## src/rtl/phaser_out_tap_ctrl.sv

```systemverilog
// -----------------------------------------------------------------------------
// phaser_out_tap_ctrl
//
// Sequencer that owns the delay-control port of one PHASER_OUT_PHY. Accepts
// one tap-step / counter-load / counter-read command at a time, turns it into
// single-cycle phaser control pulses separated by settle time, shadows the
// current coarse/fine tap positions and reports completion.
//
// Ports:
//   SYSCLK, RST_N            control clock, synchronous active-low reset
//   CMD_VALID/CMD_READY      command handshake (READY high only while idle)
//   CMD_OP                   00 fine step, 01 coarse step, 10 load, 11 read
//   CMD_INC, CMD_COUNT       step direction and number of steps (0 = no-op)
//   CMD_LOADVAL              counter value for the load op
//   RSP_VALID/ERR/DATA       one-cycle completion pulse, error, read data
//   FINE_TAP, COARSE_TAP     shadow tap positions
//   FINE*/COARSE*/COUNTER*   phaser delay-control port
//   *OVERFLOW, COUNTERREADVAL phaser status inputs
// -----------------------------------------------------------------------------
module phaser_out_tap_ctrl #(
    parameter int SETTLE_CYCLES = 8,
    parameter int READ_LAT      = 2,
    parameter int MAX_TAP       = 63,
    parameter int FINE_INIT     = 0,
    parameter int COARSE_INIT   = 0
) (
    input  logic       SYSCLK,
    input  logic       RST_N,
    input  logic       CMD_VALID,
    output logic       CMD_READY,
    input  logic [1:0] CMD_OP,
    input  logic       CMD_INC,
    input  logic [5:0] CMD_COUNT,
    input  logic [8:0] CMD_LOADVAL,
    output logic       RSP_VALID,
    output logic       RSP_ERR,
    output logic [8:0] RSP_DATA,
    output logic [5:0] FINE_TAP,
    output logic [5:0] COARSE_TAP,
    output logic       FINEENABLE,
    output logic       FINEINC,
    output logic       COARSEENABLE,
    output logic       COARSEINC,
    output logic       COUNTERLOADEN,
    output logic [8:0] COUNTERLOADVAL,
    output logic       COUNTERREADEN,
    input  logic [8:0] COUNTERREADVAL,
    input  logic       FINEOVERFLOW,
    input  logic       COARSEOVERFLOW
);

    typedef enum logic [2:0] {
        S_IDLE, S_PULSE, S_WAIT, S_LOAD, S_RD_PULSE, S_RD_WAIT, S_DONE
    } state_t;

    localparam logic [1:0] OP_FINE   = 2'd0;
    localparam logic [1:0] OP_COARSE = 2'd1;
    localparam logic [1:0] OP_LOAD   = 2'd2;

    localparam logic [5:0] MAX_TAP6    = 6'(MAX_TAP);
    localparam logic [8:0] MAX_TAP9    = 9'(MAX_TAP);
    localparam logic [7:0] SETTLE_LAST = 8'(SETTLE_CYCLES - 1);
    localparam logic [7:0] READ_LAST   = 8'(READ_LAT - 1);

    state_t     r_state;
    logic [1:0] r_op;
    logic       r_inc;
    logic [5:0] r_steps_left;
    logic [8:0] r_loadval;
    logic [7:0] r_cnt;

    state_t     w_next_state;
    logic       w_done_err;
    logic [1:0] w_op;
    logic       w_inc;
    logic [5:0] w_tap;
    logic       w_at_limit;
    logic       w_overflow;
    logic       w_fine_en, w_fine_inc, w_coarse_en, w_coarse_inc;
    logic       w_load_en, w_read_en;
    logic [8:0] w_load_val;

    // While idle the command has not been latched yet, so the boundary check
    // for the first step looks at the live command fields.
    assign w_op       = (r_state == S_IDLE) ? CMD_OP  : r_op;
    assign w_inc      = (r_state == S_IDLE) ? CMD_INC : r_inc;
    assign w_tap      = (w_op == OP_COARSE) ? COARSE_TAP : FINE_TAP;
    assign w_at_limit = w_inc ? (w_tap == MAX_TAP6) : (w_tap == 6'd0);
    assign w_overflow = (r_op == OP_COARSE) ? COARSEOVERFLOW : FINEOVERFLOW;

    // State register
    // NOTE: sequential state uses non-blocking assignments so every flop
    // samples pre-edge values regardless of process ordering.
    always_ff @(posedge SYSCLK) begin
        if (!RST_N) r_state <= S_IDLE;
        else        r_state <= w_next_state;
    end

    // Next-state logic
    // NOTE: defaults at the top keep every path assigned, so no latches.
    always_comb begin
        w_next_state = r_state;
        w_done_err   = 1'b0;
        case (r_state)
            S_IDLE: begin
                if (CMD_VALID && CMD_READY) begin
                    case (CMD_OP)
                        OP_FINE, OP_COARSE: begin
                            if (CMD_COUNT == 6'd0) begin
                                w_next_state = S_DONE;
                            end else if (w_at_limit) begin
                                w_next_state = S_DONE;
                                w_done_err   = 1'b1;
                            end else begin
                                w_next_state = S_PULSE;
                            end
                        end
                        OP_LOAD: begin
                            if (CMD_LOADVAL > MAX_TAP9) begin
                                w_next_state = S_DONE;
                                w_done_err   = 1'b1;
                            end else begin
                                w_next_state = S_LOAD;
                            end
                        end
                        default: w_next_state = S_RD_PULSE;
                    endcase
                end
            end
            S_PULSE: w_next_state = S_WAIT;
            S_WAIT: begin
                if (w_overflow) begin
                    w_next_state = S_DONE;
                    w_done_err   = 1'b1;
                end else if (r_cnt == SETTLE_LAST) begin
                    if (r_steps_left == 6'd0) begin
                        w_next_state = S_DONE;
                    end else if (w_at_limit) begin
                        w_next_state = S_DONE;
                        w_done_err   = 1'b1;
                    end else begin
                        w_next_state = S_PULSE;
                    end
                end
            end
            S_LOAD:     w_next_state = S_DONE;
            S_RD_PULSE: w_next_state = S_RD_WAIT;
            S_RD_WAIT:  if (r_cnt == READ_LAST) w_next_state = S_DONE;
            S_DONE:     w_next_state = S_IDLE;
            default:    w_next_state = S_IDLE;
        endcase
    end

    // Output logic: decoded from the next state so the registered outputs
    // line up with the state they belong to.
    always_comb begin
        w_fine_en    = (w_next_state == S_PULSE) && (w_op == OP_FINE);
        w_coarse_en  = (w_next_state == S_PULSE) && (w_op == OP_COARSE);
        w_fine_inc   = w_fine_en && w_inc;
        w_coarse_inc = w_coarse_en && w_inc;
        w_load_en    = (w_next_state == S_LOAD);
        w_read_en    = (w_next_state == S_RD_PULSE);
        w_load_val   = 9'd0;
        if (w_load_en) w_load_val = (r_state == S_IDLE) ? CMD_LOADVAL : r_loadval;
    end

    always_ff @(posedge SYSCLK) begin
        if (!RST_N) begin
            CMD_READY      <= 1'b1;
            FINEENABLE     <= 1'b0;
            FINEINC        <= 1'b0;
            COARSEENABLE   <= 1'b0;
            COARSEINC      <= 1'b0;
            COUNTERLOADEN  <= 1'b0;
            COUNTERLOADVAL <= 9'd0;
            COUNTERREADEN  <= 1'b0;
            RSP_VALID      <= 1'b0;
            RSP_ERR        <= 1'b0;
            RSP_DATA       <= 9'd0;
        end else begin
            CMD_READY      <= (w_next_state == S_IDLE);
            FINEENABLE     <= w_fine_en;
            FINEINC        <= w_fine_inc;
            COARSEENABLE   <= w_coarse_en;
            COARSEINC      <= w_coarse_inc;
            COUNTERLOADEN  <= w_load_en;
            COUNTERLOADVAL <= w_load_val;
            COUNTERREADEN  <= w_read_en;
            RSP_VALID      <= (w_next_state == S_DONE);
            RSP_ERR        <= (w_next_state == S_DONE) && w_done_err;
            // Read data is taken on the edge that closes the last RD_WAIT
            // cycle; every other completion clears it. Held between DONEs.
            if (w_next_state == S_DONE)
                RSP_DATA <= (r_state == S_RD_WAIT) ? COUNTERREADVAL : 9'd0;
        end
    end

    // Command latch, step/settle counters and tap shadows
    always_ff @(posedge SYSCLK) begin
        if (!RST_N) begin
            r_op         <= 2'd0;
            r_inc        <= 1'b0;
            r_steps_left <= 6'd0;
            r_loadval    <= 9'd0;
            r_cnt        <= 8'd0;
            FINE_TAP     <= 6'(FINE_INIT);
            COARSE_TAP   <= 6'(COARSE_INIT);
        end else begin
            if (r_state == S_IDLE && CMD_VALID && CMD_READY) begin
                r_op         <= CMD_OP;
                r_inc        <= CMD_INC;
                r_steps_left <= CMD_COUNT;
                r_loadval    <= CMD_LOADVAL;
            end
            // Counts cycles spent in WAIT / RD_WAIT; zero on entry.
            r_cnt <= (r_state == S_WAIT || r_state == S_RD_WAIT) ? r_cnt + 8'd1 : 8'd0;
            if (r_state == S_PULSE) begin
                r_steps_left <= r_steps_left - 6'd1;
                if (r_op == OP_COARSE)
                    COARSE_TAP <= r_inc ? COARSE_TAP + 6'd1 : COARSE_TAP - 6'd1;
                else
                    FINE_TAP <= r_inc ? FINE_TAP + 6'd1 : FINE_TAP - 6'd1;
            end
            if (r_state == S_LOAD) COARSE_TAP <= r_loadval[5:0];
        end
    end

endmodule

```

## config.mk

```make
export PLATFORM = sky130hd
export DESIGN_NAME = phaser_out_tap_ctrl
export DESIGN_NICKNAME = d
export VERILOG_FILES = /design/src/rtl/phaser_out_tap_ctrl.sv
export SDC_FILE = /design/constraint.sdc
export NUM_CORES = 1
export LEC_CHECK = 0
export ABC_AREA = 1
export CORE_ASPECT_RATIO = 1.1
export CORE_MARGIN = 2
export CORE_UTILIZATION = 47
export DETAILED_ROUTE_END_ITERATION = 16
export GPL_ROUTABILITY_DRIVEN = 0
export PLACE_DENSITY = 0.76
export REMOVE_ABC_BUFFERS = 1
export SETUP_SLACK_MARGIN = 0.4
export SLEW_MARGIN = 20
export SYNTH_ARGS = -nofsm -noshare
export SYNTH_HDL_FRONTEND = slang
export SYNTH_SLANG_ARGS = --single-unit
```

## constraint.sdc

```tcl
create_clock -name SYSCLK -period 2.25 [get_ports SYSCLK]
set_input_delay 0.225 -clock SYSCLK [delete_from_list [all_inputs] [get_ports SYSCLK]]
set_output_delay 0.225 -clock SYSCLK [all_outputs]
set_load 0.005 [all_outputs]
```

==> summary.md <==
| Metric | Value |
|---|---|
| Outcome | `finished, violations left` |
| Failing checks | `negative setup slack` |
| Synth cell types | `40` |
| DP Wirelength | `6615 um` |
| CORE AREA | `7350 um^2` |
| Internal | `4.079 mW` |
| Setup Total Neg Slack | `-1047 ps` |
| Clock power frac | `15.5%` |
| Initial antenna violation count | `0` |
| Total CTS buffers | `9` |
| Largest family of logic cells by synthesized area | `simple AND/OR/NAND/NOR gates` |
| Hold Fails Final Rpt | `0` |
| Max VDD drop | `797.6 uV` |
| Adder-cell area share of the yosys netlist | `5.388%` |
| Sequential share of power | `23.5%` |
| Most Crowded Layer GR | `met2` |
| Die X | `86.63 um` |
| Setup ws final | `-100.1 ps` |
| Worst min path class | `reg2reg` |
| First-pass GRT wire length | `15300 um` |
| Gr usage total | `23.48%` |
| Slew @ Worst Pin | `514.5 ps` |
| Multiplexer share of the synthesized area | `0.3190%` |
| Rows | `33` |
| Clock sinks | `65` |
| Hold Slack | `470.8 ps` |
| Synth warnings | `0` |
| Power per cell area | `1424 nW/um^2` |
| # port buffers | `70` |
| Drt wl/cell | `14.37 um` |
| GRT overflow | `0` |
| Slew headroom | `65.47%` |
| Comb pwr share | `61.1%` |
| Placed Area | `4454 um^2` |
| Most common cell after layout, fill and taps aside | `nand2_1` |
| Critical Path AT | `2610 ps` |
| Ys flop type | `dfxtp_1` |
| Grt met3 use | `4.720%` |
| NetSw | `3.149 mW` |
| Unrepaired setup endpoints after global routing | `yes` |
| Reg2Reg Depth | `18` |
| CP max FO | `8` |
| Syn_area_per_cell | `7.203 um^2` |
| Synth area leader | `dfxtp_1` |
| Slew Limit Fails | `0` |
| Crit path time final | `2350 ps` |
| Boundary pin count | `71` |
| Synth Cell Area | `3530 um^2` |
| Skew final | `7.515 ps` |
| Die Y | `94.89 um` |
| Largest net degree at the start of global routing | `24` |
| Max Freq | `425.5 MHz` |
| CTS Buffer Depth | `2` |
| Compound-cell area share of the yosys netlist | `14.68%` |
| Synth Area in XOR/XNOR | `2.730%` |
| Top cells by area, synth | `dfxtp_1, nand2_1, nor2_1, inv_1, o21ai_0` |
| Antenna diodes | `0` |
| Simple-gate share of the synthesized area | `30.13%` |
| Hold Path Stages | `1` |
| Root buffer cell | `clkbuf_8` |
| Most frequent cells in the layout | `nand2_1, clkdlybuf4s50_1, dfxtp_1` |
| Critical Path Sink Type | `flop` |
| LEAKAGE | `2.169 nW` |
| Global routing usage on met1 | `27.74%` |
| Layout cells sized above 1 | `21.45%` |
| Final worst path period share | `104.4%` |
| Post-synth top area share | `36.87%` |
| Sw Ratio | `43.56%` |
| Number of global-route vias before repair | `3463` |
| Fin area | `5075 um^2` |
| Sequential share of the synthesized area | `36.87%` |
| CTS tree | `yes` |
| Maxcap violations | `0` |
| Syn-to-layout area delta | `43.78%` |
| #FFs+latches synth | `65` |
| CP Launch Type | `flop` |
| Initial Util | `48.03%` |
| Worst-path clk slew | `80 ps` |
| Post-layout nets | `647` |
| Setup Viol. Count Final | `19` |
| DR DRC count | `0` |
| H-tree depth | `3` |
| Async SR Flop Fraction | `0%` |
| Clock insertion delay at the later pin of the skew report | `360 ps` |
| Synth Instances | `490` |
| Routed Antenna Nets | `0` |
| Met2 GRT Util | `40.45%` |
| Final WL | `9956 um` |
| Initial DRT Pass Iterations | `5` |
| EDFF count, synth | `0` |
| Critical path class | `reg2reg` |
| Die area | `8220 um^2` |
| Total number of vias | `3713` |
| Total Power | `7.228 mW` |
| Drt first-iter violations | `196` |
| Vias per cell | `5.358` |
| Req. time, crit path | `2510 ps` |
| Core Util, Final | `69.05%` |
[metrics by stage]
step,std cells,setup slack [ps]
6_report,693,-100.1
3_5_place_dp,659,-326.4
4_1_cts,681,36.22
5_1_grt,693,-250.9
3_3_place_gp,659,-188.6
2_1_floorplan,478,-223.7
[kinds of logic (layout without fill, tap and decap cells)]
kind of cell / count (synthesis) / count (layout)
XOR/XNOR: 11 / 11
buffers and inverters: 80 / 191
flip-flops: 65 / 65
other: 1 / 3
AO/OA/AOI/OAI: 92 / 92
multiplexers: 1 / 1
adder cells (fa/ha/maj): 14 / 14
AND/OR/NAND/NOR: 226 / 229
[path summary, 6_finish.rpt]
kind         slack, ps        from           to
max reg2reg       -100  r_state[2]  RSP_DATA[2]
min                470    r_cnt[0]     r_cnt[0]
min reg2reg        470    r_cnt[0]     r_cnt[0]
max               -100  r_state[2]  RSP_DATA[2]
[cells in the mapped netlist, types with 6 or more instances]
library cell	instances
nand2_1	93
dfxtp_1	65
nor2_1	59
inv_1	58
o21ai_0	35
a21oi_1	31
nand3_1	27
ha_1	12
xor2_1	9
a211oi_1	7
clkbuf_1	7
a21oi_2	6
nand2_4	6
nor2_2	6
[what timing repair did]
item                       in CTS  in global routing
buffers inserted                5                  8
resized for setup              26                 34
setup endpoints to repair      30                 35
gates cloned                    1                  4
pin swaps                      10                 23
hold buffers                    0                  0
[worst max-delay path: stages, from the launching register on]
cell,delay [ps]
dfxtp_2,340
nor2_4,180
buf_12,130
nand3_4,110
nand2_8,140
nand2_4,70
nand2_1,80
nand2_1,70
nand2_1,100
nor2_2,50
nand2_4,90
nand4_1,140
nand2_1,130
inv_2,50
nor2_4,150
nor2_4,70
clkbuf_16,160
a21oi_2,120
nor2_1,60
[power groups by stage]
stage,Clock [mW],Sequential (mW),Combinational [mW]
3_5_place_dp,0,1.69,3.41
4_1_cts,1.12,1.68,3.73
2_1_floorplan,0,1.68,2.15
3_3_place_gp,0,1.69,3.30
5_1_grt,1.18,1.73,4.79
6_report,1.12,1.70,4.41
[layer usage]
metal | share of wire [%] | wire (um)
met5 | 0 | 0
met4 | 2.4 | 238
met3 | 5.8 | 575
met2 | 51 | 5088
met1 | 41 | 4054
[state kept, by name (all words and copies together), names as in the netlist, 2 cells and up]
name,count
r_op,2
COUNTERLOADVAL,9
r_loadval,6
FINE_TAP,6
r_state,3
r_steps_left,6
r_cnt,8
COARSE_TAP,6
RSP_DATA,9
[cell type report]
type,count,area [um^2]
multi-input combinational,350,2110
clock inverter,6,91.34
inverter,66,252.7
sequential,65,1308
fill,562,2275
timing repair buffer,109,1077
tap,87,108.9
clock buffer,10,127.6
Note: power is estimated with default switching activity, not from simulation.
